$ cat config.mk
export PLATFORM = sky130hd
export DESIGN_NAME = imem_loader_flat
export DESIGN_NICKNAME = d
export VERILOG_FILES = /design/src/rtl/imem_loader_if.sv /design/src/rtl/imem_loader.sv /design/src/flat_wrapper.sv
export SDC_FILE = /design/constraint.sdc
export NUM_CORES = 1
export LEC_CHECK = 0
export BUFFER_PORTS_ARGS = -buffer_cell sky130_fd_sc_hd__buf_2
export CAP_MARGIN = 10
export CORE_UTILIZATION = 55
export DETAILED_ROUTE_END_ITERATION = 12
export GPL_TIMING_DRIVEN = 0
export PLACE_DENSITY = 0.84
export RECOVER_POWER = 25
export SLEW_MARGIN = 5
export SYNTH_ARGS = -nofsm -noshare
export SYNTH_HDL_FRONTEND = slang
export SYNTH_SLANG_ARGS = --single-unit
export TNS_END_PERCENT = 1
$ cat constraint.sdc
create_clock -name clk -period 2.8 [get_ports clk]
set_input_delay 0.56 -clock clk [delete_from_list [all_inputs] [get_ports clk]]
set_output_delay 0.56 -clock clk [all_outputs]
set_load 0.01 [all_outputs]
$ cat src/rtl/imem_loader_if.sv
// Byte-stream channel from the host byte source into the instruction-memory loader.
// Handshake: a byte moves on a rising clk edge where byte_valid and byte_ready are both high;
// the source holds byte_data stable while byte_valid is high and the byte has not been taken.
interface imem_loader_if;
  logic       byte_valid;
  logic [7:0] byte_data;
  logic       byte_ready;

  modport master (
    output byte_valid,
    output byte_data,
    input  byte_ready
  );

  modport slave (
    input  byte_valid,
    input  byte_data,
    output byte_ready
  );
endinterface

$ cat src/rtl/imem_loader.sv
// Boot loader: assembles little-endian words from a byte stream, writes them to instruction
// memory from address 0, verifies a trailing XOR checksum and releases the CPU reset on success.
module imem_loader #(
  parameter int ADDR_W = 4,
  parameter int DATA_W = 32,
  parameter int WORDS  = 16
) (
  input  logic                clk,
  input  logic                reset,
  input  logic                start,
  input  logic [ADDR_W:0]     num_words,
  imem_loader_if.slave        bs,
  output logic                imem_we,
  output logic [ADDR_W-1:0]   imem_addr,
  output logic [DATA_W-1:0]   imem_wdata,
  output logic                cpu_reset,
  output logic                busy,
  output logic                done,
  output logic                error,
  output logic [2:0]          dbg_state
);

  typedef enum logic [2:0] {
    S_IDLE  = 3'd0,
    S_RECV  = 3'd1,
    S_WRITE = 3'd2,
    S_CHK   = 3'd3,
    S_DONE  = 3'd4,
    S_ERR   = 3'd5
  } state_t;

  localparam logic [ADDR_W:0]   NUM_MAX = (ADDR_W+1)'(WORDS);
  localparam logic [ADDR_W:0]   NUM_ONE = (ADDR_W+1)'(1);
  localparam logic [ADDR_W-1:0] CNT_ONE = ADDR_W'(1);

  state_t              r_state;
  state_t              w_state_nxt;
  logic [ADDR_W:0]     r_num_words;
  logic [ADDR_W-1:0]   r_word_cnt;
  logic [1:0]          r_byte_idx;
  logic [7:0]          r_csum;
  logic [DATA_W-1:0]   r_word;

  logic w_accept;
  logic w_can_start;
  logic w_num_ok;
  logic w_last_word;

  assign w_accept    = bs.byte_valid & bs.byte_ready;
  assign w_can_start = (r_state == S_IDLE) || (r_state == S_DONE) || (r_state == S_ERR);
  assign w_num_ok    = (num_words != '0) && (num_words <= NUM_MAX);
  assign w_last_word = ({1'b0, r_word_cnt} == (r_num_words - NUM_ONE));

  always_ff @(posedge clk or posedge reset) begin
    if (reset) begin
      r_state <= S_IDLE;
    end else begin
      r_state <= w_state_nxt;
    end
  end

  always_comb begin
    w_state_nxt = r_state;
    case (r_state)
      S_IDLE, S_DONE, S_ERR: begin
        if (start) begin
          w_state_nxt = w_num_ok ? S_RECV : S_ERR;
        end
      end
      S_RECV: begin
        if (w_accept && (r_byte_idx == 2'd3)) begin
          w_state_nxt = S_WRITE;
        end
      end
      S_WRITE: begin
        w_state_nxt = w_last_word ? S_CHK : S_RECV;
      end
      S_CHK: begin
        if (w_accept) begin
          w_state_nxt = (bs.byte_data == r_csum) ? S_DONE : S_ERR;
        end
      end
      default: begin
        w_state_nxt = S_IDLE;
      end
    endcase
  end

  // Session datapath; the word counter only advances out of WRITE, so it stops at num_words-1.
  always_ff @(posedge clk or posedge reset) begin
    if (reset) begin
      r_num_words <= '0;
      r_word_cnt  <= '0;
      r_byte_idx  <= '0;
      r_csum      <= '0;
      r_word      <= '0;
    end else begin
      if (w_can_start && start && w_num_ok) begin
        r_num_words <= num_words;
        r_word_cnt  <= '0;
        r_byte_idx  <= '0;
        r_csum      <= '0;
      end
      if ((r_state == S_RECV) && w_accept) begin
        r_word[{r_byte_idx, 3'b000} +: 8] <= bs.byte_data;
        r_byte_idx                        <= r_byte_idx + 2'd1;
        r_csum                            <= r_csum ^ bs.byte_data;
      end
      if ((r_state == S_WRITE) && !w_last_word) begin
        r_word_cnt <= r_word_cnt + CNT_ONE;
      end
    end
  end

  // All status outputs decode straight from the state register.
  assign bs.byte_ready = (r_state == S_RECV) || (r_state == S_CHK);
  assign busy          = (r_state == S_RECV) || (r_state == S_WRITE) || (r_state == S_CHK);
  assign done          = (r_state == S_DONE);
  assign error         = (r_state == S_ERR);
  assign cpu_reset     = (r_state != S_DONE);
  assign imem_we       = (r_state == S_WRITE);
  assign imem_addr     = r_word_cnt;
  assign imem_wdata    = r_word;
  assign dbg_state     = r_state;

endmodule

$ cat src/flat_wrapper.sv
// flat-port wrapper written by rule: the top's interface ports become plain ports
module imem_loader_flat 
#(
  parameter int ADDR_W = 4,
  parameter int DATA_W = 32,
  parameter int WORDS  = 16
)
  (clk, reset, start, num_words, imem_we, imem_addr, imem_wdata, cpu_reset, busy, done, error, dbg_state, bs_byte_valid, bs_byte_data, bs_byte_ready);
  imem_loader_if bs_i ();
  input  logic clk;
  input  logic reset;
  input  logic start;
  input  logic [ADDR_W:0] num_words;
  output logic imem_we;
  output logic [ADDR_W-1:0] imem_addr;
  output logic [DATA_W-1:0] imem_wdata;
  output logic cpu_reset;
  output logic busy;
  output logic done;
  output logic error;
  output logic [2:0] dbg_state;
  input wire logic [$bits(bs_i.byte_valid)-1:0] bs_byte_valid;
  input wire logic [$bits(bs_i.byte_data)-1:0] bs_byte_data;
  output wire logic [$bits(bs_i.byte_ready)-1:0] bs_byte_ready;
  assign bs_i.byte_valid = bs_byte_valid;
  assign bs_i.byte_data = bs_byte_data;
  assign bs_byte_ready = bs_i.byte_ready;
  imem_loader #(.ADDR_W(ADDR_W), .DATA_W(DATA_W), .WORDS(WORDS)) u_core (.clk(clk), .reset(reset), .start(start), .num_words(num_words), .bs(bs_i), .imem_we(imem_we), .imem_addr(imem_addr), .imem_wdata(imem_wdata), .cpu_reset(cpu_reset), .busy(busy), .done(done), .error(error), .dbg_state(dbg_state));
endmodule
==> summary.md, run 1 <==
| Metric | Value |
|---|---|
| Most frequent cell after synthesis | nand2_1 |
| Die Y | 72.5 um |
| Ranking of synthesized cells by area | dfrtp_1 (49%), nand2_1 (11%), o21ai_0 (4.8%) |
| Fmax | 409 MHz |
| Rows | 25 |
| Placement Setup Slack | 0.696 ns |
| TritonCTS clock tree | yes |
| Average cell area after synthesis | 9.25 um^2 |
| Setup repair bufs after CTS | 0 |
| Die area | 5250 um^2 |
| CP Capture Type | output port |
| Final #Nets | 380 |
| Post-cts sizing count | 0 |
| Post-synth cell types | 43 |
| Synthesized cell area | 2730 um^2 |
| Hold Slack | 0.267 ns |
| Synthesis-stage register bit count | 54 |
| Min Tclk post-route | approximately 2.4 ns |
| Root Driver | clkbuf_8 |
| Drt via density | 5.32 |
| Rel. slew slack | 32.4% |
| Die X | about 72 um |
| Setup violators final | 0 |
| Max-cap violations | 0 |
| CTS H-tree depth | 2 |
| Family with the most delay on the worst path | buffers and inverters |
| Worst min path class | in2async |
| Total clock sinks | 54 |
| Core footprint | 4750 um^2 |
| Hold Fails Final Rpt | 0 |
| Clk slew on worst S/H paths | 0.09 ns |
| DRC Markers | 0 |
| RD Place Congestion | 0.782 |
| Global Route Usage Sum | between 20% and 30% |
| Post-synth top area share | 49.5% |
| Final Skew | between 0.006 and 0.007 ns |
| Synth cell count leaders | nand2_1 (79), dfrtp_1 (54), o21ai_0 (26) |
| Share of cells above drive strength 1 | 23.3% |
| Area growth syn-to-layout | 16.9% |
| PortBufs | 53 |
| Main synth FF type | dfrtp_1 |
| Yosys top cell by area | dfrtp_1 |
| Post-CTS Hold Fix Bufs | 0 |
| Post-synth EDFFs | 0 |
| Slowest stage cell, crit path | dfrtp_1 |
| Max Buffers Root-to-Sink | 2 |
| Status | complete, no violations |
| Slew Limit Fails | 0 |
| Largest net degree at the start of global routing | 43 |
| Global-route wire length before repair | just under 10000 um |
| First drt pass iteration count | 5 |
| Vias in the first global route | around 2100 |
| WP buf/inv | 4 |
| Synth async-reset ratio | 100% |
| Max IR drop VDD | 453 uV |
| Crit Path Class | reg2out |
| Clk Latency, worst-skew pair | roughly 0.30 ns |
| Initial Util | between 50% and 60% |
| Seq/Total Area, Yosys | 49.5% |
| Worst path required time | 2.24 ns |
| Yosys warns | 0 |
| Critical Path AT | ~1.9 ns |
| Leakage power | 0.00158 uW |
| CP max FO | 10 |
| Final setup TNS | 0 ns |
| Post-Syn Nets | 319 |
| Slowest stage delay, CP | around 0.44 ns |
| Pwr Density | 888 nW/um^2 |
| Final setup margin | 0.354 ns |
| Grt total ovfl | 0 |
| Antenna Nets Post-Route | 0 |
| Post-DP HPWL | 4280 um |
| Drt total wl | 6040 um |
| Routed vias | 2251 |
| Initial antenna violation count | 0 |
| Startpoint Class | register |
| WL/cell | 14.3 um |
| Unrepaired setup endpoints after global routing | no |
| DRT iter0 DRCs | 169 |
| Final period utilization | 87.4% |
| Mapped Cells | 295 |
| IO Count | 62 |
| CP Cell Sequence | clkbuf_1 > buf_1 > nor2_1 > nand2_1 > inv_1 > buf_2 |
| CTS Buf Count | 5 |
| Least-Margin Pin Slew | 1.01 ns |
| Diodes inserted | 0 |
worst register-to-register path: cells and delay by family (launching register included):
| family | cells | cell delay (ns) |
|---|---|---|
| AND/OR/NAND/NOR | 2 | 0.88 |
| flip-flops | 1 | 0.47 |
| adder cells (fa/ha/maj) | 1 | 0.37 |
| AO/OA/AOI/OAI | 1 | 0.19 |
| buffers and inverters | 1 | 0.14 |
cells in the final DEF, fill, tap and decap left out, types with 2 or more instances in the layout:
| master | instances |
|---|---|
| a21oi_1 | 9 |
| and2_1 | 2 |
| buf_1 | 3 |
| buf_2 | 56 |
| buf_6 | 2 |
| clkbuf_1 | 7 |
| clkbuf_8 | 5 |
| dfrtp_1 | 54 |
| ha_1 | 7 |
| inv_1 | 9 |
| mux2_2 | 6 |
| mux2i_1 | 3 |
| nand2_1 | 79 |
| nand3_1 | 2 |
| nand3b_1 | 2 |
| nand4_1 | 2 |
| nor2_1 | 12 |
| nor2b_1 | 2 |
| nor3_1 | 7 |
| nor3b_1 | 5 |
| o21ai_0 | 26 |
| o21ai_1 | 12 |
| o21ai_2 | 2 |
| o31ai_1 | 4 |
| xnor2_1 | 7 |
| xor2_1 | 10 |
power by group:
| part | switching (uW) | internal (uW) |
|---|---|---|
| Combinational | 652 | 484 |
| Clock | 249 | 263 |
| Sequential | 187 | 1000 |
per-stage QoR:
stage | power, uW | instances | instance area (um^2) | utilization (%)
6_report | 2840 | 423 | 3190 | 67.1
5_1_grt | 3040 | 423 | 3190 | 67.1
4_1_cts | 2850 | 423 | 3210 | 67.4
3_5_place_dp | 2330 | 416 | 3100 | 65.2
3_3_place_gp | 2260 | 415 | 3080 | 64.8
2_1_floorplan | 1970 | 295 | 2730 | -
final cells by class:
type                            count  area, um^2
Sequential cell                    54        1350
Tap cell                           67        83.8
Fill cell                         409        1560
Clock buffer                        5        68.8
Timing Repair Buffer               54         270
Inverter                            9        33.8
Multi-Input combinational cell    216        1260
Clock inverter                      2        38.8
Buffer                             16        82.6
worst paths after layout:
check,start,end,slack (ns),cells past startpoint
setup / recovery,u_core.dbg_state[1],done,0.35,6
setup reg to reg,u_core.r_byte_idx[0],u_core.imem_wdata[27],0.65,5
hold / removal,reset,u_core.r_csum[6],0.27,2
hold reg to reg,u_core.imem_wdata[28],u_core.imem_wdata[28],0.48,2
max in group asynchronous,reset,u_core.dbg_state[1],1.17,3
min in group clk,u_core.imem_wdata[28],u_core.imem_wdata[28],0.48,2
logic make-up (layout without fill, tap and decap cells):
| kind of cell | count (synthesis) | in the layout | share of synthesized area [%] |
|---|---|---|---|
| AND/OR/NAND/NOR | 123 | 123 | 20.9 |
| flip-flops | 54 | 54 | 49.5 |
| buffers and inverters | 25 | 86 | 4.26 |
| adder cells (fa/ha/maj) | 7 | 7 | 3.21 |
| multiplexers | 9 | 9 | 3.57 |
| AO/OA/AOI/OAI | 60 | 60 | 13.1 |
| XOR/XNOR | 17 | 17 | 5.45 |
routing by layer:
layer | GRT usage, % | vias to the layer above | routed length [um]
met4 | 9.37 | 0 | 104
met2 | 37.8 | 60 | 2930
met5 | 0 | - | 0
li1 | - | 1105 | -
met1 | 32.6 | 1076 | 2780
met3 | 5.14 | 10 | 230
registers in the layout (all words and copies together), names as in the netlist:
| name | flops |
|---|---|
| u_core.r_num_words | 5 |
| u_core.imem_addr | 4 |
| u_core.dbg_state | 3 |
| u_core.r_byte_idx | 2 |
| u_core.r_csum | 8 |
| u_core.imem_wdata | 32 |
Power figures use the tool's default switching activity.
==> run 2, diff against run 1 <==
--- a/config.mk
+++ b/config.mk
@@ -6,11 +6,10 @@
 export NUM_CORES = 1
 export LEC_CHECK = 0
 export BUFFER_PORTS_ARGS = -buffer_cell sky130_fd_sc_hd__buf_2
-export CAP_MARGIN = 10
-export CORE_UTILIZATION = 55
+export CORE_UTILIZATION = 48
 export DETAILED_ROUTE_END_ITERATION = 12
 export GPL_TIMING_DRIVEN = 0
-export PLACE_DENSITY = 0.84
+export PLACE_DENSITY = 0.78
 export RECOVER_POWER = 25
 export SLEW_MARGIN = 5
 export SYNTH_ARGS = -nofsm -noshare
==> constraint.sdc (replaced) <==
create_clock -name clk -period 2.1 [get_ports clk]
set_input_delay 0.42 -clock clk [delete_from_list [all_inputs] [get_ports clk]]
set_output_delay 0.42 -clock clk [all_outputs]
set_load 0.01 [all_outputs]
==> run 2 against run 1 <==
  * The flow now finishes with violations (negative setup slack)
  * Total power rose by 33%
  * Register-to-register slack got worse by 0.66 ns
  * Final cell count rose by 1.4%
  * Critical path depth fell by 1
  * Hold slack got worse by 0.12 ns
  * Critical endpoint is now u_core.imem_wdata[21]
==> summary.md, run 2 (synthesis gave the netlist of run 1 again) <==
| Metric | Value |
|---|---|
| Status | finished, violations left |
| Violated checks | negative setup slack |
| Die X | 77.4 um (+6.8%) |
| IO Count | 62 (unchanged) |
| Antenna Nets Post-Route | 0 (unchanged) |
| Largest net degree at the start of global routing | 42 (-2.3%) |
| CTS H-tree depth | 2 (unchanged) |
| R2r worst-path depth | 5 (unchanged) |
| Max reg flops | 32 (unchanged) |
| Max IR drop VDD | 588 uV (+30%) |
| Grt total ovfl | 0 (unchanged) |
| Crit Reg-Reg Endpoint | u_core.imem_wdata[21] |
| Commonest cells after routing, fill and taps aside | nand2_1 (79), buf_2 (57), dfrtp_1 (54), o21ai_0 (26), o21ai_1 (12) |
| Total clock sinks | 54 (unchanged) |
| Die area | 5990 um^2 (+14%) |
| Multi-input logic area | 1270 um^2 (+0.99%) |
| Min Tclk post-route | 2.11 ns |
| WL/cell | 13.7 um (-4.0%) |
| Final setup margin | -0.0126 ns (-0.366 ns) |
| Clk Latency, worst-skew pair | 0.31 ns (about the same) |
| Initial Util | 49.6% (-7.8 points) |
| Drt total wl | 5880 um (-2.6%) |
| TritonCTS clock tree | yes |
| Rel. slew slack | 33.1% (+0.69 points) |
| Crit Path Class | reg2reg |
| Area growth syn-to-layout | 17.7% |
| CP Cell Sequence | inv_1 > ha_1 > nor3b_1 > nand2_1 > o21ai_2 |
| Startpoint Class | register |
| Least-Margin Pin Slew | 1.00 ns (-0.0104 ns) |
| Most used routing layer in global routing | met2 |
| Family with the most delay on the worst path | simple AND/OR/NAND/NOR gates |
| Final period utilization | 101% |
| Vias in the first global route | 2089 (+1.5%) |
| Die Y | 77.4 um (+6.8%) |
| Global Route Usage Sum | 21.6% (-2.4 points) |
| Setup violators final | 1 (+1) |
| CP max FO | 8 (-2) |
| DRC Markers | 0 (unchanged) |
| RD Place Congestion | 0.761 (-2.7%) |
| Rows | 27 (+8.0%) |
| Pwr Density | 1170 nW/um^2 (+32%) |
| WP buf/inv | 1 (-3) |
| Unrepaired setup endpoints after global routing | yes |
| Final total power | 3770 uW (+33%) |
| Initial antenna violation count | 0 (unchanged) |
| Final #Nets | 380 (unchanged) |
| Core footprint | 5510 um^2 (+16%) |
| Slowest stage cell, crit path | nor3b_1 |
| Final Skew | 0.0112 ns (+0.00454 ns) |
| Hold Fails Final Rpt | 0 (unchanged) |
| Post-CTS Hold Fix Bufs | 0 (unchanged) |
| First drt pass iteration count | 6 (+1) |
| CP Capture Type | register |
| Hold Slack | 0.145 ns (-0.123 ns) |
| Max Buffers Root-to-Sink | 2 (unchanged) |
| Max-cap violations | 0 (unchanged) |
| Routed vias | 2193 (-2.6%) |
| Slowest stage delay, CP | 0.72 ns (+0.28 ns) |
| Clk slew on worst S/H paths | 0.09 ns (about the same) |
| Critical Path AT | 2.35 ns (+0.46 ns) |
| Final setup TNS | -0.0126 ns (-0.0126 ns) |
| R2r startpoint | u_core.r_byte_idx[0] |
| Drt via density | 5.11 (-3.9%) |
| Grt met1 use | 30.1% (-2.5 points) |
| FF/Latch Area | 1350 um^2 (unchanged) |
| Filler cells | 502 (+23%) |
| Slew Limit Fails | 0 (unchanged) |
| Reg2reg setup slack | -0.01 ns (-0.66 ns) |
| Met2 Use GR | 34.8% (-3.0 points) |
| DRT iter0 DRCs | 136 (-20%) |
| Share of cells above drive strength 1 | 24.9% (+1.6 points) |
| PortBufs | 53 (unchanged) |
| Worst min path class | in2async |
| Root Driver | clkbuf_8 |
| Met3 usage | 3.41% (-1.7 points) |
| Worst path required time | 2.34 ns (+0.10 ns) |
| Post-DP HPWL | 4210 um (-1.6%) |
| CTS Buf Count | 5 (unchanged) |
| Global-route wire length before repair | 10300 um (+6.6%) |
| Fmax | 473 MHz |
| Leakage power | 0.00160 uW (+0.87%) |
| Diodes inserted | 0 (unchanged) |
| Most common cell after layout, fill and taps aside | nand2_1 |
-- run 2: cell count changes in the layout (fill, tap and decap cells not counted), sizes merged --
cell    previous run  this run
clkinv             1         2
-- run 2: area by class of cell --
class                      instances  share of cell area [%]
sequential                        54                    42.0
multi-input combinational        216                    39.7
timing repair buffer              54                    8.41
tap                               72                    2.80
buffer                            16                    2.65
clock buffer                       5                    2.14
clock inverter                     3                    1.25
inverter                           9                    1.05
-- run 2: metrics by stage --
stage                     util [%]  setup slack, ns  instances  instance area (um^2)
final                         58.4          -0.0126        429                  3210
after CTS                     58.5           0.0163        429                  3220
after floorplan                  -            0.365        295                  2730
after global routing          58.4           -0.200        429                  3210
after global placement        56.0           -0.334        420                  3090
after detailed placement      56.4          -0.0191        421                  3110
-- run 2: what timing repair did --
| action | CTS | global route |
|---|---|---|
| endpoints found under the setup margin | 5 | 25 |
| pin swaps | 0 | 0 |
| gates resized for setup | 3 | 2 |
| buffers inserted | 0 | 0 |
-- run 2: worst max-delay path by stage --
stage	startpoint	endpoint	slack (ns)	depth (start not counted)
5_1_grt	u_core.r_byte_idx[0]	u_core.imem_wdata[19]	-0.20	5
3_3_place_gp	reset	u_core.imem_wdata[21]	-0.33	2
3_5_place_dp	u_core.r_byte_idx[0]	u_core.imem_wdata[12]	-0.02	5
4_1_cts	u_core.r_byte_idx[0]	u_core.imem_wdata[21]	0.02	5
2_1_floorplan	reset	u_core.dbg_state[0]	0.37	1
6_report	u_core.r_byte_idx[0]	u_core.imem_wdata[21]	-0.01	5
-- run 2: power breakdown --
part           total, uW  switching, uW  leakage [uW]  internal (uW)
combinational       1500            852      0.000814            650
sequential          1580            249      0.000726           1330
clock                688            336     0.0000579            351
-- run 2: metal layers --
layer / share of wire, % / vias up
met5: 0 / -
met4: 1.2 / 0
met3: 3.8 / 7
met2: 49 / 45
met1: 46 / 1038
li1: - / 1103
==> run 3, diff against run 2 <==
--- a/config.mk
+++ b/config.mk
@@ -11,6 +11,7 @@
 export GPL_TIMING_DRIVEN = 0
 export PLACE_DENSITY = 0.78
 export RECOVER_POWER = 25
+export SETUP_SLACK_MARGIN = 0.05
 export SLEW_MARGIN = 5
 export SYNTH_ARGS = -nofsm -noshare
 export SYNTH_HDL_FRONTEND = slang
==> run 3 against run 2 <==
  * The flow still finishes with violations (negative setup slack)
  * Via count increased by 0.23%
  * First-iteration DRC count fell by 9.6%
  * Die area unchanged
  * Sequential power barely moved
  * Final cell count unchanged
  * Sequential share of layout area shrank 0.20 points
  * Largest power group unchanged
==> summary.md, run 3 (synthesis gave the netlist of run 1 again) <==
| Metric | Value |
|---|---|
| First drt pass iteration count | 4 (-2) |
| Multi-input logic area | 1290 um^2 (+0.98%) |
| Final Non-Filler Cells | 429 (unchanged) |
| Reg2reg setup slack | -0.008 ns (about the same) |
| Most common cell after layout, fill and taps aside | nand2_1 |
| Post-CTS Hold Fix Bufs | 0 (unchanged) |
| Largest net degree at the start of global routing | 42 (unchanged) |
| RD Place Congestion | 0.761 (unchanged) |
| CP Launch Point | u_core.r_byte_idx[0] |
| Fmax | 474 MHz (+0.23%) |
| Min Tclk post-route | 2.11 ns (-0.00493 ns) |
| Net Sw Frac | 38.1% (about the same) |
| Hold Fails Final Rpt | 0 (unchanged) |
| Startpoint Class | register |
| Placement Setup Slack | -0.0191 ns (unchanged) |
| Global-route wire length before repair | 10300 um (unchanged) |
| Least-Margin Pin Slew | 1.01 ns (+0.00644 ns) |
| PortBufs | 53 (unchanged) |
| Setup violators final | 1 (unchanged) |
| Internal Power | 2340 uW (+0.29%) |
| Drt total wl | 5860 um (-0.32%) |
| Final Util | 58.6% (+0.27 points) |
| Post-DP HPWL | 4210 um (unchanged) |
| Commonest cells after routing, fill and taps aside | nand2_1 (79), buf_2 (57), dfrtp_1 (54), o21ai_0 (26), o21ai_1 (12) |
| TritonCTS clock tree | yes |
| Critical path endpoint | u_core.imem_wdata[21] |
| Inst Count DP | 421 (unchanged) |
| Final period utilization | 100% (-0.23 points) |
| Flop pwr share | 41.9% (about the same) |
| Worst path required time | 2.34 ns (about the same) |
| Unrepaired setup endpoints after global routing | yes |
| Crit Path Class | reg2reg |
| CTS H-tree depth | 2 (unchanged) |
| Initial Util | 49.6% (unchanged) |
| CP Capture Type | register |
| Crit Reg-Reg Endpoint | u_core.imem_wdata[21] |
| Gate power share | 39.9% (about the same) |
| Status | finished, violations left |
| WL/cell | 13.7 um (-0.32%) |
| Area growth syn-to-layout | 18.3% |
| Clock power share | 18.2% (about the same) |
| Root Driver | clkbuf_8 |
| Diodes inserted | 0 (unchanged) |
| CP max FO | 8 (unchanged) |
| Grt total ovfl | 0 (unchanged) |
| CTS Buf Count | 5 (unchanged) |
| Final Skew | 0.0114 ns (+0.000221 ns) |
| DRC Markers | 0 (unchanged) |
| Max reg flops | 32 (unchanged) |
| Clk Latency, worst-skew pair | 0.31 ns (about the same) |
| Leakage power | 0.00160 uW (+0.12%) |
| Violated checks | negative setup slack |
| Die X | 77.4 um (unchanged) |
| Share of cells above drive strength 1 | 25.5% (+0.56 points) |
| DRT iter0 DRCs | 123 (-9.6%) |
| Final #Nets | 380 (unchanged) |
| Critical Path AT | 2.35 ns (about the same) |
| Rel. slew slack | 32.7% (-0.43 points) |
| Total clock sinks | 54 (unchanged) |
| Pwr Density | 1170 nW/um^2 (-0.17%) |
| Max-cap violations | 0 (unchanged) |
| Core footprint | 5510 um^2 (unchanged) |
| Vias in the first global route | 2089 (unchanged) |
| FF/Latch Area | 1350 um^2 (unchanged) |
| R2r worst-path depth | 5 (unchanged) |
| IO Count | 62 (unchanged) |
| Rows | 27 (unchanged) |
| P_sw | 1440 uW (+0.29%) |
| Initial antenna violation count | 0 (unchanged) |
| Global Route Usage Sum | 21.6% (unchanged) |
| Final setup margin | -0.00769 ns (+0.00493 ns) |
| Setup repair bufs after CTS | 0 (unchanged) |
| Die area | 5990 um^2 (unchanged) |
| Die Y | 77.4 um (unchanged) |
| Antenna Nets Post-Route | 0 (unchanged) |
| Routed vias | 2198 (+0.23%) |
| Max Buffers Root-to-Sink | 2 (unchanged) |
| R2r startpoint | u_core.r_byte_idx[0] |
| Worst min path class | in2async |
| Filler cells | 500 (-0.40%) |
| Max IR drop VDD | 590 uV (+0.39%) |
| Clk slew on worst S/H paths | 0.10 ns (about the same) |
| Slew Limit Fails | 0 (unchanged) |
| Drt via density | 5.12 (+0.23%) |
## run 3: cell types whose count changed in the layout (fill, tap and decap cells not counted)
cell	before	now
xor2_1	10	9
clkbuf_4	0	1
clkbuf_2	2	1
nor3b_2	1	2
nor3b_1	4	3
xor2_2	0	1
## run 3: layout make-up
class,count,share of cell area [%]
Timing Repair Buffer,54,8.37
Multi-Input combinational cell,216,39.9
Clock buffer,5,2.13
Inverter,9,1.05
Sequential cell,54,41.8
Clock inverter,3,1.24
Buffer,16,2.71
Tap cell,72,2.79
## run 3: worst max-delay path: stages (launching register included)
cell and delay [ns]:
dfrtp_1 0.46, inv_1 0.16, ha_1 0.40, nor3b_1 0.71
nand2_1 0.15, o21ai_2 0.15
## run 3: what timing repair did
item,4_1_cts,5_1_grt
resized for setup,3,6
hold endpoints to repair,0,0
pin swaps,0,1
gates cloned,0,0
setup endpoints to repair,13,27
## run 3: worst min-delay path by stage
stage,to
floorplan,u_core.r_csum[0]
finish,u_core.imem_addr[3]
detailed placement,u_core.imem_addr[3]
global route,u_core.imem_addr[3]
CTS,u_core.r_num_words[3]
global placement,u_core.imem_wdata[21]
## run 3: per-stage QoR
| step | power (uW) | TNS [ns] | instance area, um^2 | hold slack (ns) |
|---|---|---|---|---|
| 2_1_floorplan | 2630 | 0 | 2730 | 0.476 |
| 3_3_place_gp | 3030 | -17.90 | 3090 | 0.454 |
| 3_5_place_dp | 3090 | -0.0216 | 3110 | 0.400 |
| 4_1_cts | 3790 | 0 | 3220 | 0.0719 |
| 5_1_grt | 4090 | -2.37 | 3230 | 0.202 |
| 6_report | 3780 | -0.00769 | 3230 | 0.145 |
## run 3: layer usage
layer	GRT usage [%]	share of wire, %
met1	30.1	47
met3	3.41	4.2
met2	34.8	48
met5	0	0
met4	6.60	1.2
## run 3: power groups by stage
| stage | sequential (uW) | combinational, uW | clock (uW) |
|---|---|---|---|
| finish | 1580 | 1510 | 688 |
| global route | 1630 | 1710 | 746 |
| detailed placement | 1600 | 1500 | 0 |
| floorplan | 1630 | 998 | 0 |
| global placement | 1580 | 1450 | 0 |
| CTS | 1580 | 1510 | 705 |
